--- src/rtl/bin_to_bcd_seq_if.sv ---
// -----------------------------------------------------------------------------
// bin_to_bcd_seq_if
//   Handshake and result bundle for the sequential binary-to-BCD converter.
//
//   Signals:
//     in_valid   number is valid this cycle              (master -> slave)
//     number     binary value to convert, WIDTH bits     (master -> slave)
//     in_ready   converter idle, can accept              (slave  -> master)
//     out_valid  one-cycle pulse, bcd/negative updated   (slave  -> master)
//     bcd        packed BCD, digit 0 (ones) in [3:0]     (slave  -> master)
//     negative   sign of last result                     (slave  -> master)
//     busy       conversion in progress (== ~in_ready)   (slave  -> master)
//
//   Modports:
//     master  upstream producer / display consumer side
//     slave   converter side
// -----------------------------------------------------------------------------
interface bin_to_bcd_seq_if #(
    parameter int WIDTH  = 8,
    parameter int DIGITS = 3
);
    logic                  in_valid;
    logic                  in_ready;
    logic [WIDTH-1:0]      number;
    logic                  out_valid;
    logic [4*DIGITS-1:0]   bcd;
    logic                  negative;
    logic                  busy;

    modport master (
        output in_valid,
        output number,
        input  in_ready,
        input  out_valid,
        input  bcd,
        input  negative,
        input  busy
    );

    modport slave (
        input  in_valid,
        input  number,
        output in_ready,
        output out_valid,
        output bcd,
        output negative,
        output busy
    );
endinterface

--- src/rtl/bin_to_bcd_seq.sv ---
// -----------------------------------------------------------------------------
// bin_to_bcd_seq
//   Sequential binary-to-BCD converter using shift-and-add-3 (double dabble),
//   one input bit per clock. Presents registered, stable BCD digits to the
//   seven-segment driver so no combinational divide/modulo is needed there.
//   A new value is accepted over a valid/ready handshake; the last result is
//   held until the next conversion completes.
//
//   Parameters:
//     WIDTH   binary input width; one shift step per bit
//     DIGITS  number of BCD output digits; 10**DIGITS must exceed 2**WIDTH-1
//
//   Ports:
//     clk     system clock, rising edge
//     rst_n   asynchronous, active-low reset
//     bus     bin_to_bcd_seq_if.slave (in_valid/in_ready/number in,
//             out_valid/bcd/negative/busy out)
//
//   Configuration:
//     BCD_SIGNED_EN  when defined, number is two's complement; the magnitude
//                    is converted and the sign is reported on negative.
//                    When undefined, number is unsigned and negative is 0.
// -----------------------------------------------------------------------------
module bin_to_bcd_seq #(
    parameter int WIDTH  = 8,
    parameter int DIGITS = 3
) (
    input  logic             clk,
    input  logic             rst_n,
    bin_to_bcd_seq_if.slave  bus
);
    localparam int BCD_W = 4 * DIGITS;
    localparam int CNT_W = $clog2(WIDTH + 1);
    localparam int STEP_W = BCD_W + WIDTH;

    localparam logic [CNT_W-1:0] LAST_STEP = CNT_W'(WIDTH - 1);
    localparam logic [CNT_W-1:0] MAX_STEP  = CNT_W'(WIDTH);

    typedef enum logic [0:0] {
        ST_IDLE  = 1'b0,
        ST_SHIFT = 1'b1
    } state_t;

    state_t              state_q,     state_d;
    logic [WIDTH-1:0]    shift_q,     shift_d;
    logic [BCD_W-1:0]    scratch_q,   scratch_d;
    logic [CNT_W-1:0]    cnt_q,       cnt_d;
    logic [BCD_W-1:0]    bcd_q,       bcd_d;
    logic                out_valid_q, out_valid_d;
`ifdef BCD_SIGNED_EN
    logic                sign_q,      sign_d;
    logic                negative_q,  negative_d;
`endif

    logic [WIDTH-1:0]    magnitude;
    logic [BCD_W-1:0]    scratch_adj;
    logic [STEP_W-1:0]   step_vec;

    // Pre-shift correction: any digit of 5 or more would become >= 10 after
    // doubling, so bump it by 3 to make the shift carry into the next digit.
    function automatic logic [BCD_W-1:0] add3_digits(input logic [BCD_W-1:0] s);
        logic [BCD_W-1:0] r;
        logic [3:0]       digit;
        r = s;
        for (int d = 0; d < DIGITS; d++) begin
            digit = s[4*d +: 4];
            if (digit >= 4'd5) begin
                digit = digit + 4'd3;
            end
            r[4*d +: 4] = digit;
        end
        return r;
    endfunction

    // Value loaded into the shift register at the accepting edge.
    always_comb begin
`ifdef BCD_SIGNED_EN
        // Two's-complement negate; the most-negative code maps to its
        // unsigned magnitude (e.g. 8'h80 -> 128) because WIDTH bits suffice.
        if (bus.number[WIDTH-1]) begin
            magnitude = ~bus.number + WIDTH'(1);
        end else begin
            magnitude = bus.number;
        end
`else
        magnitude = bus.number;
`endif
    end

    // One double-dabble step: correct digits, then shift {scratch, shift}.
    always_comb begin
        scratch_adj = add3_digits(scratch_q);
        step_vec    = {scratch_adj, shift_q} << 1;
    end

    always_comb begin
        state_d     = state_q;
        shift_d     = shift_q;
        scratch_d   = scratch_q;
        cnt_d       = cnt_q;
        bcd_d       = bcd_q;
        out_valid_d = 1'b0;
`ifdef BCD_SIGNED_EN
        sign_d      = sign_q;
        negative_d  = negative_q;
`endif
        case (state_q)
            ST_IDLE: begin
                // in_ready is implied by being in IDLE.
                if (bus.in_valid) begin
                    shift_d   = magnitude;
                    scratch_d = '0;
                    cnt_d     = '0;
`ifdef BCD_SIGNED_EN
                    sign_d    = bus.number[WIDTH-1];
`endif
                    state_d   = ST_SHIFT;
                end
            end
            ST_SHIFT: begin
                scratch_d = step_vec[STEP_W-1:WIDTH];
                shift_d   = step_vec[WIDTH-1:0];
                // Counter saturates so it can never wrap past WIDTH.
                if (cnt_q != MAX_STEP) begin
                    cnt_d = cnt_q + CNT_W'(1);
                end
                // Publish the fully shifted result straight from this step so
                // bcd never exposes a partial value.
                if (cnt_q == LAST_STEP) begin
                    bcd_d       = step_vec[STEP_W-1:WIDTH];
                    out_valid_d = 1'b1;
`ifdef BCD_SIGNED_EN
                    negative_d  = sign_q;
`endif
                    state_d     = ST_IDLE;
                end
            end
            default: begin
                state_d = ST_IDLE;
            end
        endcase
    end

    always_ff @(posedge clk or negedge rst_n) begin
        if (!rst_n) begin
            state_q     <= ST_IDLE;
            shift_q     <= '0;
            scratch_q   <= '0;
            cnt_q       <= '0;
            bcd_q       <= '0;
            out_valid_q <= 1'b0;
`ifdef BCD_SIGNED_EN
            sign_q      <= 1'b0;
            negative_q  <= 1'b0;
`endif
        end else begin
            state_q     <= state_d;
            shift_q     <= shift_d;
            scratch_q   <= scratch_d;
            cnt_q       <= cnt_d;
            bcd_q       <= bcd_d;
            out_valid_q <= out_valid_d;
`ifdef BCD_SIGNED_EN
            sign_q      <= sign_d;
            negative_q  <= negative_d;
`endif
        end
    end

    assign bus.in_ready  = (state_q == ST_IDLE);
    assign bus.busy      = (state_q != ST_IDLE);
    assign bus.out_valid = out_valid_q;
    assign bus.bcd       = bcd_q;
`ifdef BCD_SIGNED_EN
    assign bus.negative  = negative_q;
`else
    assign bus.negative  = 1'b0;
`endif

endmodule

--- src/flat_wrapper.sv ---
// flat-port wrapper written by rule: the top's interface ports become plain ports
module bin_to_bcd_seq_flat 
#(
    parameter int WIDTH  = 8,
    parameter int DIGITS = 3
)
  (clk, rst_n, bus_in_valid, bus_number, bus_in_ready, bus_out_valid, bus_bcd, bus_negative, bus_busy);
  bin_to_bcd_seq_if #(.WIDTH(WIDTH), .DIGITS(DIGITS)) bus_i ();
  input  logic clk;
  input  logic rst_n;
  input wire logic [$bits(bus_i.in_valid)-1:0] bus_in_valid;
  input wire logic [$bits(bus_i.number)-1:0] bus_number;
  output wire logic [$bits(bus_i.in_ready)-1:0] bus_in_ready;
  output wire logic [$bits(bus_i.out_valid)-1:0] bus_out_valid;
  output wire logic [$bits(bus_i.bcd)-1:0] bus_bcd;
  output wire logic [$bits(bus_i.negative)-1:0] bus_negative;
  output wire logic [$bits(bus_i.busy)-1:0] bus_busy;
  assign bus_i.in_valid = bus_in_valid;
  assign bus_i.number = bus_number;
  assign bus_in_ready = bus_i.in_ready;
  assign bus_out_valid = bus_i.out_valid;
  assign bus_bcd = bus_i.bcd;
  assign bus_negative = bus_i.negative;
  assign bus_busy = bus_i.busy;
  bin_to_bcd_seq #(.WIDTH(WIDTH), .DIGITS(DIGITS)) u_core (.clk(clk), .rst_n(rst_n), .bus(bus_i));
endmodule
--- config.mk ---
export PLATFORM = sky130hd
export DESIGN_NAME = bin_to_bcd_seq_flat
export DESIGN_NICKNAME = d
export VERILOG_FILES = /design/src/rtl/bin_to_bcd_seq_if.sv /design/src/rtl/bin_to_bcd_seq.sv /design/src/flat_wrapper.sv
export SDC_FILE = /design/constraint.sdc
export NUM_CORES = 1
export LEC_CHECK = 0
export BUFFER_PORTS_ARGS = -buffer_cell sky130_fd_sc_hd__buf_2
export CAP_MARGIN = 20
export CORE_ASPECT_RATIO = 0.6
export CORE_MARGIN = 2
export CORE_UTILIZATION = 39
export CTS_CLUSTER_DIAMETER = 200
export DETAILED_ROUTE_END_ITERATION = 10
export PLACE_DENSITY = 0.69
export SYNTH_ARGS = -nofsm -noshare
export SYNTH_HDL_FRONTEND = slang
export SYNTH_SLANG_ARGS = --single-unit
--- constraint.sdc ---
create_clock -name clk -period 1.4 [get_ports clk]
set_input_delay 0.07 -clock clk [delete_from_list [all_inputs] [get_ports clk]]
set_output_delay 0.07 -clock clk [all_outputs]
set_load 0.01 [all_outputs]
==> reports/qor.csv, run 1 <==
metric,value,unit
ctsRootBufferMaster,clkbuf_8,
cpMaxStageDelayCell,dfrtp_1,
io_buffers,25,
htreeDepth,2,
cts_tree,built,
most-common-layout-cells,"37 x dfrtp_1, 28 x nand2_1, 25 x buf_2",
r2r_slack,-0.01,ns
grt_pass1_wl,6665,µm
critPathKind,reg -> reg,
synth_async_sr_flop_share,100.0,%
grt_pass1_vias,1414,
grt_max_degree,39,
area_growth,29.18,%
yosysSeqAreaShare,50.63,%
fp.dieW,93.59,µm
via_per_inst,4.808,
ys_types,31,
dieArea,5405,µm²
dpl.hpwl,2690,µm
crit_path_cell_trace,ha_4 -> nand2b_4 -> a21oi_4 -> mux2i_2 -> mux2_4,
synth_edf_count,0,
num-nets-final,247,
dpl-instance-area,2176,µm²
design_area,2426,µm²
core_region_area,4612,µm²
status,finished with violations,
clock.fmax,0.7087,GHz
max_cap_violations,0,
fin_crit_sh,100.8,%
grt_usage,16.49,%
drtPass1Iterations,4,
cellPowerDensity,2353,nW/µm²
initialDrtViolationCount,22,
die_h,57.75,µm
min_period,1.411,ns
critPathLaunchType,flip-flop,
violations,setup timing,
synth_seq_cells,38,
worstPathRequired,1.63,ns
max_stage_delay,0.43,ns
ir_drop,1032,µV
hold_viol,0,
worstHoldPathType,in -> reg,
fin_ws,-0.01111,ns
drc_errors,0,
gp_congestion,0.7897,
wl,3909,µm
antenna_found_initial,0,
crit_fanout,3,
clockBufferDepth,2,
avgSynthCellArea,10.43,µm²
slew_viol_final,0,
rows,19,
drive_above_1_share,40.35,%
vias,1399,
start_util,40.72,%
end_kind,flip-flop,
ios,27,
p_leak,1.164,nW
netlist_area,1878,µm²
worstSkewPairLatency,0.30,ns
clk_pin_slew,0.08,ns
setup_tns,-0.01388,ns
num_antenna_cells,0,
final_common_cell,dfrtp_1,
grt_overflow_total,0,
yosys_warnings,0,
clkSinkCount,38,
dominantRegCellSynth,dfrtp_1,
wl_per_cell,13.43,µm
setup_viol,3,
finalClockSkew,0.009393,ns
crit_arrival,1.64,ns
synthCells,180,
antenna_left,0,
cts-buffers-inserted,5,
synth_fp_nets,199,
rsz0062_at_grt,true,
==> state kept, by name, summed over array words and instances, names as in the netlist <==
signal / cells
u_core.cnt_q: 4
u_core.bus.bcd: 12
u_core.bus.busy: 1
u_core.shift_q: 8
u_core.scratch_q: 12
u_core.bus.out_valid: 1
==> critical path: cells and delay by family (launching register included) <==
kind                       cells  cell delay (ns)
adders and majority gates      1             0.17
and+or+nand+nor                1             0.14
AOI/OAI and AO/OA              1             0.15
muxes                          2             0.46
DFF                            1             0.43
==> report_power, final <==
part           leakage [nW]  switching [mW]  internal (mW)  total (mW)
logic                 0.638            1.42           1.60        3.02
registers             0.483           0.409           1.57        1.98
clock network        0.0438           0.376          0.334       0.710
total                  1.16            2.20           3.51        5.71
==> Yosys cell counts, types with 3 or more instances <==
cell type	count	area (µm²)
a21oi_1	6	30.03
nand2b_1	3	18.77
o21ai_0	20	100.1
buf_2	4	20.02
mux2i_1	10	100.1
xnor2_1	3	26.28
dfrtp_1	38	950.9
nor3_1	4	20.02
nor3b_1	7	52.55
mux2_2	4	45.04
nor2_1	4	15.01
o22ai_1	6	37.54
nand2_1	28	105.1
a21o_1	5	37.54
ha_1	8	100.1
inv_1	10	37.54
==> path summary, 6_finish.rpt <==
check / startpoint / to / depth (start not counted)
setup / recovery: u_core.scratch_q[0] / u_core.bus.bcd[2] / 5
hold reg to reg: u_core.shift_q[4] / u_core.shift_q[5] / 2
min in group asynchronous: rst_n / u_core.scratch_q[3] / 3
max in group asynchronous: rst_n / u_core.bus.busy / 3
hold / removal: bus_number[0] / u_core.shift_q[0] / 3
setup reg to reg: u_core.scratch_q[0] / u_core.bus.bcd[2] / 5
==> layer usage <==
layer	up-vias	GRT usage (%)	part of all wire, %
li1	712	-	-
met1	659	23.68	53
met2	20	23.43	41
met3	8	4.551	4.0
met4	0	7.453	1.8
met5	-	0	0
==> area by class of cell <==
| type | instances | area [µm²] |
|---|---|---|
| Multi-Input combinational cell | 122 | 957.2 |
| Sequential cell | 38 | 952.2 |
| Fill cell | 439 | 2186 |
| Clock buffer | 5 | 68.82 |
| Clock inverter | 2 | 10.01 |
| Inverter | 11 | 43.79 |
| Timing Repair Buffer | 50 | 315.3 |
| Tap cell | 63 | 78.83 |
==> through the flow <==
stage	instances	setup WS, ns	power, mW	util (%)	hold WS, ns
after CTS	289	-0.04408	5.596	51.41	0.003580
after global placement	277	-0.02455	4.415	47.18	0.1499
after global routing	291	-0.06823	6.192	52.60	0.05430
final	291	-0.01111	5.708	52.60	0.009943
after detailed placement	277	-0.08266	4.495	47.18	0.1533
after floorplan	180	0.002155	3.625	-	-0.2256
==> what timing repair did <==
item                                   CTS  global route
pin swaps                                5             5
endpoints found under the hold margin   38             0
buffers inserted                         4             2
hold buffers                             1             0
resized for setup                       16            15
setup endpoints to repair               12            16
cloned                                   0             0
==> kinds of logic after synthesis <==
group                    count (synthesis)  synth area share (%)
AO/OA/AOI/OAI                           42                 13.53
XOR/XNOR                                 3                 1.399
adder cells (fa/ha/maj)                  8                 5.330
buffers and inverters                   20                 5.197
flip-flops                              38                 50.63
multiplexers                            16                 9.327
other                                    1                0.1997
AND/OR/NAND/NOR                         52                 14.39
Note: power is estimated with default switching activity, not from simulation.
==> run 2, diff against run 1 <==
--- a/config.mk
+++ b/config.mk
@@ -9,10 +9,10 @@
 export CAP_MARGIN = 20
 export CORE_ASPECT_RATIO = 0.6
 export CORE_MARGIN = 2
-export CORE_UTILIZATION = 39
+export CORE_UTILIZATION = 44
 export CTS_CLUSTER_DIAMETER = 200
 export DETAILED_ROUTE_END_ITERATION = 10
-export PLACE_DENSITY = 0.69
+export PLACE_DENSITY = 0.75
 export SYNTH_ARGS = -nofsm -noshare
 export SYNTH_HDL_FRONTEND = slang
 export SYNTH_SLANG_ARGS = --single-unit
==> reports/qor.csv, run 2 (synthesized netlist as in run 1, its figures left out) <==
metric,value,unit,change
setup_tns,-0.1293,ns,-0.1154 ns
violations,setup timing,,
reg2reg_to,u_core.bus.bcd[6],,
cts_tree,built,,
num_antenna_cells,0,,unchanged
clkSinkCount,38,,unchanged
dpl.hpwl,2652,µm,-1.4%
worstPathRequired,1.63,ns,about the same
wl,4013,µm,+2.7%
grt_pass1_vias,1349,,-4.6%
num-nets-final,248,,+0.40%
die_h,54.61,µm,-5.4%
via_per_inst,4.965,,+3.3%
setup_viol,5,,+2
crit_arrival,1.68,ns,+0.04 ns
cts-buffers-inserted,5,,unchanged
r2r_cells,5,,unchanged
worst_path_dominant_cell_family,flip-flops,,
fin_util,59.92,%,+7.3 points
grt_overflow_total,0,,unchanged
fp.dieW,88.35,µm,-5.6%
crit_fanout,4,,+1
htreeDepth,2,,unchanged
ctsRootBufferMaster,clkbuf_8,,
fin_ws,-0.04525,ns,-0.03414 ns
drive_above_1_share,41.23,%,+0.88 points
antenna_left,0,,unchanged
hold_path_end,u_core.shift_q[0],,
grt_max_degree,39,,unchanged
r2r_slack,-0.05,ns,-0.03 ns
max_stage_delay,0.45,ns,+0.02 ns
path_buf_inv,0,,unchanged
most-common-layout-cells,"36 x dfrtp_1, 28 x nand2_1, 25 x buf_2",,
end_kind,flip-flop,,
hold_viol,0,,unchanged
area_growth,30.78,%,
rows,18,,-1
clock.fmax,0.6919,GHz,-2.4%
drc_errors,0,,unchanged
grt_usage,18.76,%,+2.3 points
rsz0062_at_grt,true,,
worstHoldStart,bus_number[0],,
fin_crit_sh,103.2,%,+2.4 points
min_path_cells,3,,unchanged
initialDrtViolationCount,96,,+340%
critPathLaunchType,flip-flop,,
ir_drop,1189,µV,+15%
gp_congestion,0.7739,,-2.0%
vias,1430,,+2.2%
place_worst_setup_slack,-0.09353,ns,-0.01087 ns
final_common_cell,dfrtp_1,,
wl_per_cell,13.93,µm,+3.7%
slew_viol_final,0,,unchanged
r2r_start,u_core.scratch_q[4],,
cellPowerDensity,2388,nW/µm²,+1.5%
grt_pass1_wl,6506,µm,-2.4%
cpMaxStageDelayCell,dfrtp_2,,
clk_pin_slew,0.07,ns,about the same
core_region_area,4099,µm²,-11%
io_buffers,25,,unchanged
p_leak,1.163,nW,about the same
antenna_found_initial,0,,unchanged
status,finished with violations,,
min_period,1.445,ns,+0.03414 ns
critPathKind,reg -> reg,,
crit_path_cell_trace,ha_4 -> nand2b_4 -> a21oi_4 -> mux2i_2 -> mux2_4,,
worstHoldPathType,in -> reg,,
hold_slack,0.04716,ns,+0.03722 ns
clockBufferDepth,2,,unchanged
start_util,45.82,%,+5.1 points
dieArea,4824,µm²,-11%
max_cap_violations,0,,unchanged
finalClockSkew,0.005240,ns,-0.004152 ns
dp_cells,273,,-1.4%
ios,27,,unchanged
layoutNonFillerInstCount,288,,-1.0%
worstSkewPairLatency,0.29,ns,about the same
drtPass1Iterations,4,,unchanged
-- run 2: routing by layer --
layer  part of all wire, %  GRT usage, %  vias up  routed length, µm
li1                      -             -      707                  -
met1                    48         25.58      682               1934
met5                     0             0        -                  0
met3                   6.4         5.430        7                258
met4                   1.2         7.323        0                 48
met2                    44         28.70       34               1771
-- run 2: tightest hold or removal path: stages --
cell	delay, ns
buf_2	0.07
mux2i_1	0.06
nor2_1	0.09
-- run 2: worst max-delay path by stage --
stage	startpoint	end	slack [ns]	cells past startpoint
after floorplan	u_core.scratch_q[4]	u_core.bus.bcd[6]	0.002	5
final	u_core.scratch_q[4]	u_core.bus.bcd[6]	-0.05	5
after CTS	u_core.scratch_q[1]	u_core.bus.bcd[2]	-0.03	6
after global routing	u_core.scratch_q[5]	u_core.bus.bcd[5]	-0.09	6
after global placement	u_core.scratch_q[9]	u_core.bus.bcd[10]	-0.04	6
after detailed placement	u_core.scratch_q[9]	u_core.scratch_q[10]	-0.09	6
-- run 2: power breakdown --
group | switching (mW) | internal [mW] | leakage, nW
combinational | 1.49 | 1.66 | 0.639
sequential | 0.416 | 1.58 | 0.481
clock | 0.347 | 0.379 | 0.0431
-- run 2: layout make-up --
class                   count  area (µm²)
clock buffers               6       82.58
fillers                   352        1643
inverters                  11       47.55
multi-input cells         122       962.2
flip-flops and latches     38       953.4
well taps                  60       75.07
repair buffers             51       335.3
-- run 2: what timing repair did --
action,4_1_cts,5_1_grt
pin swaps,6,4
endpoints found under the hold margin,38,0
setup buffers,3,5
hold buffers,1,0
endpoints found under the setup margin,11,17
resized for setup,19,15
-- run 2: stage by stage --
step / instance area [µm²] / power, mW
after CTS: 2377 / 5.612
after global routing: 2456 / 6.336
final: 2456 / 5.865
after detailed placement: 2177 / 4.487
after global placement: 2177 / 4.388
after floorplan: 1891 / 3.625
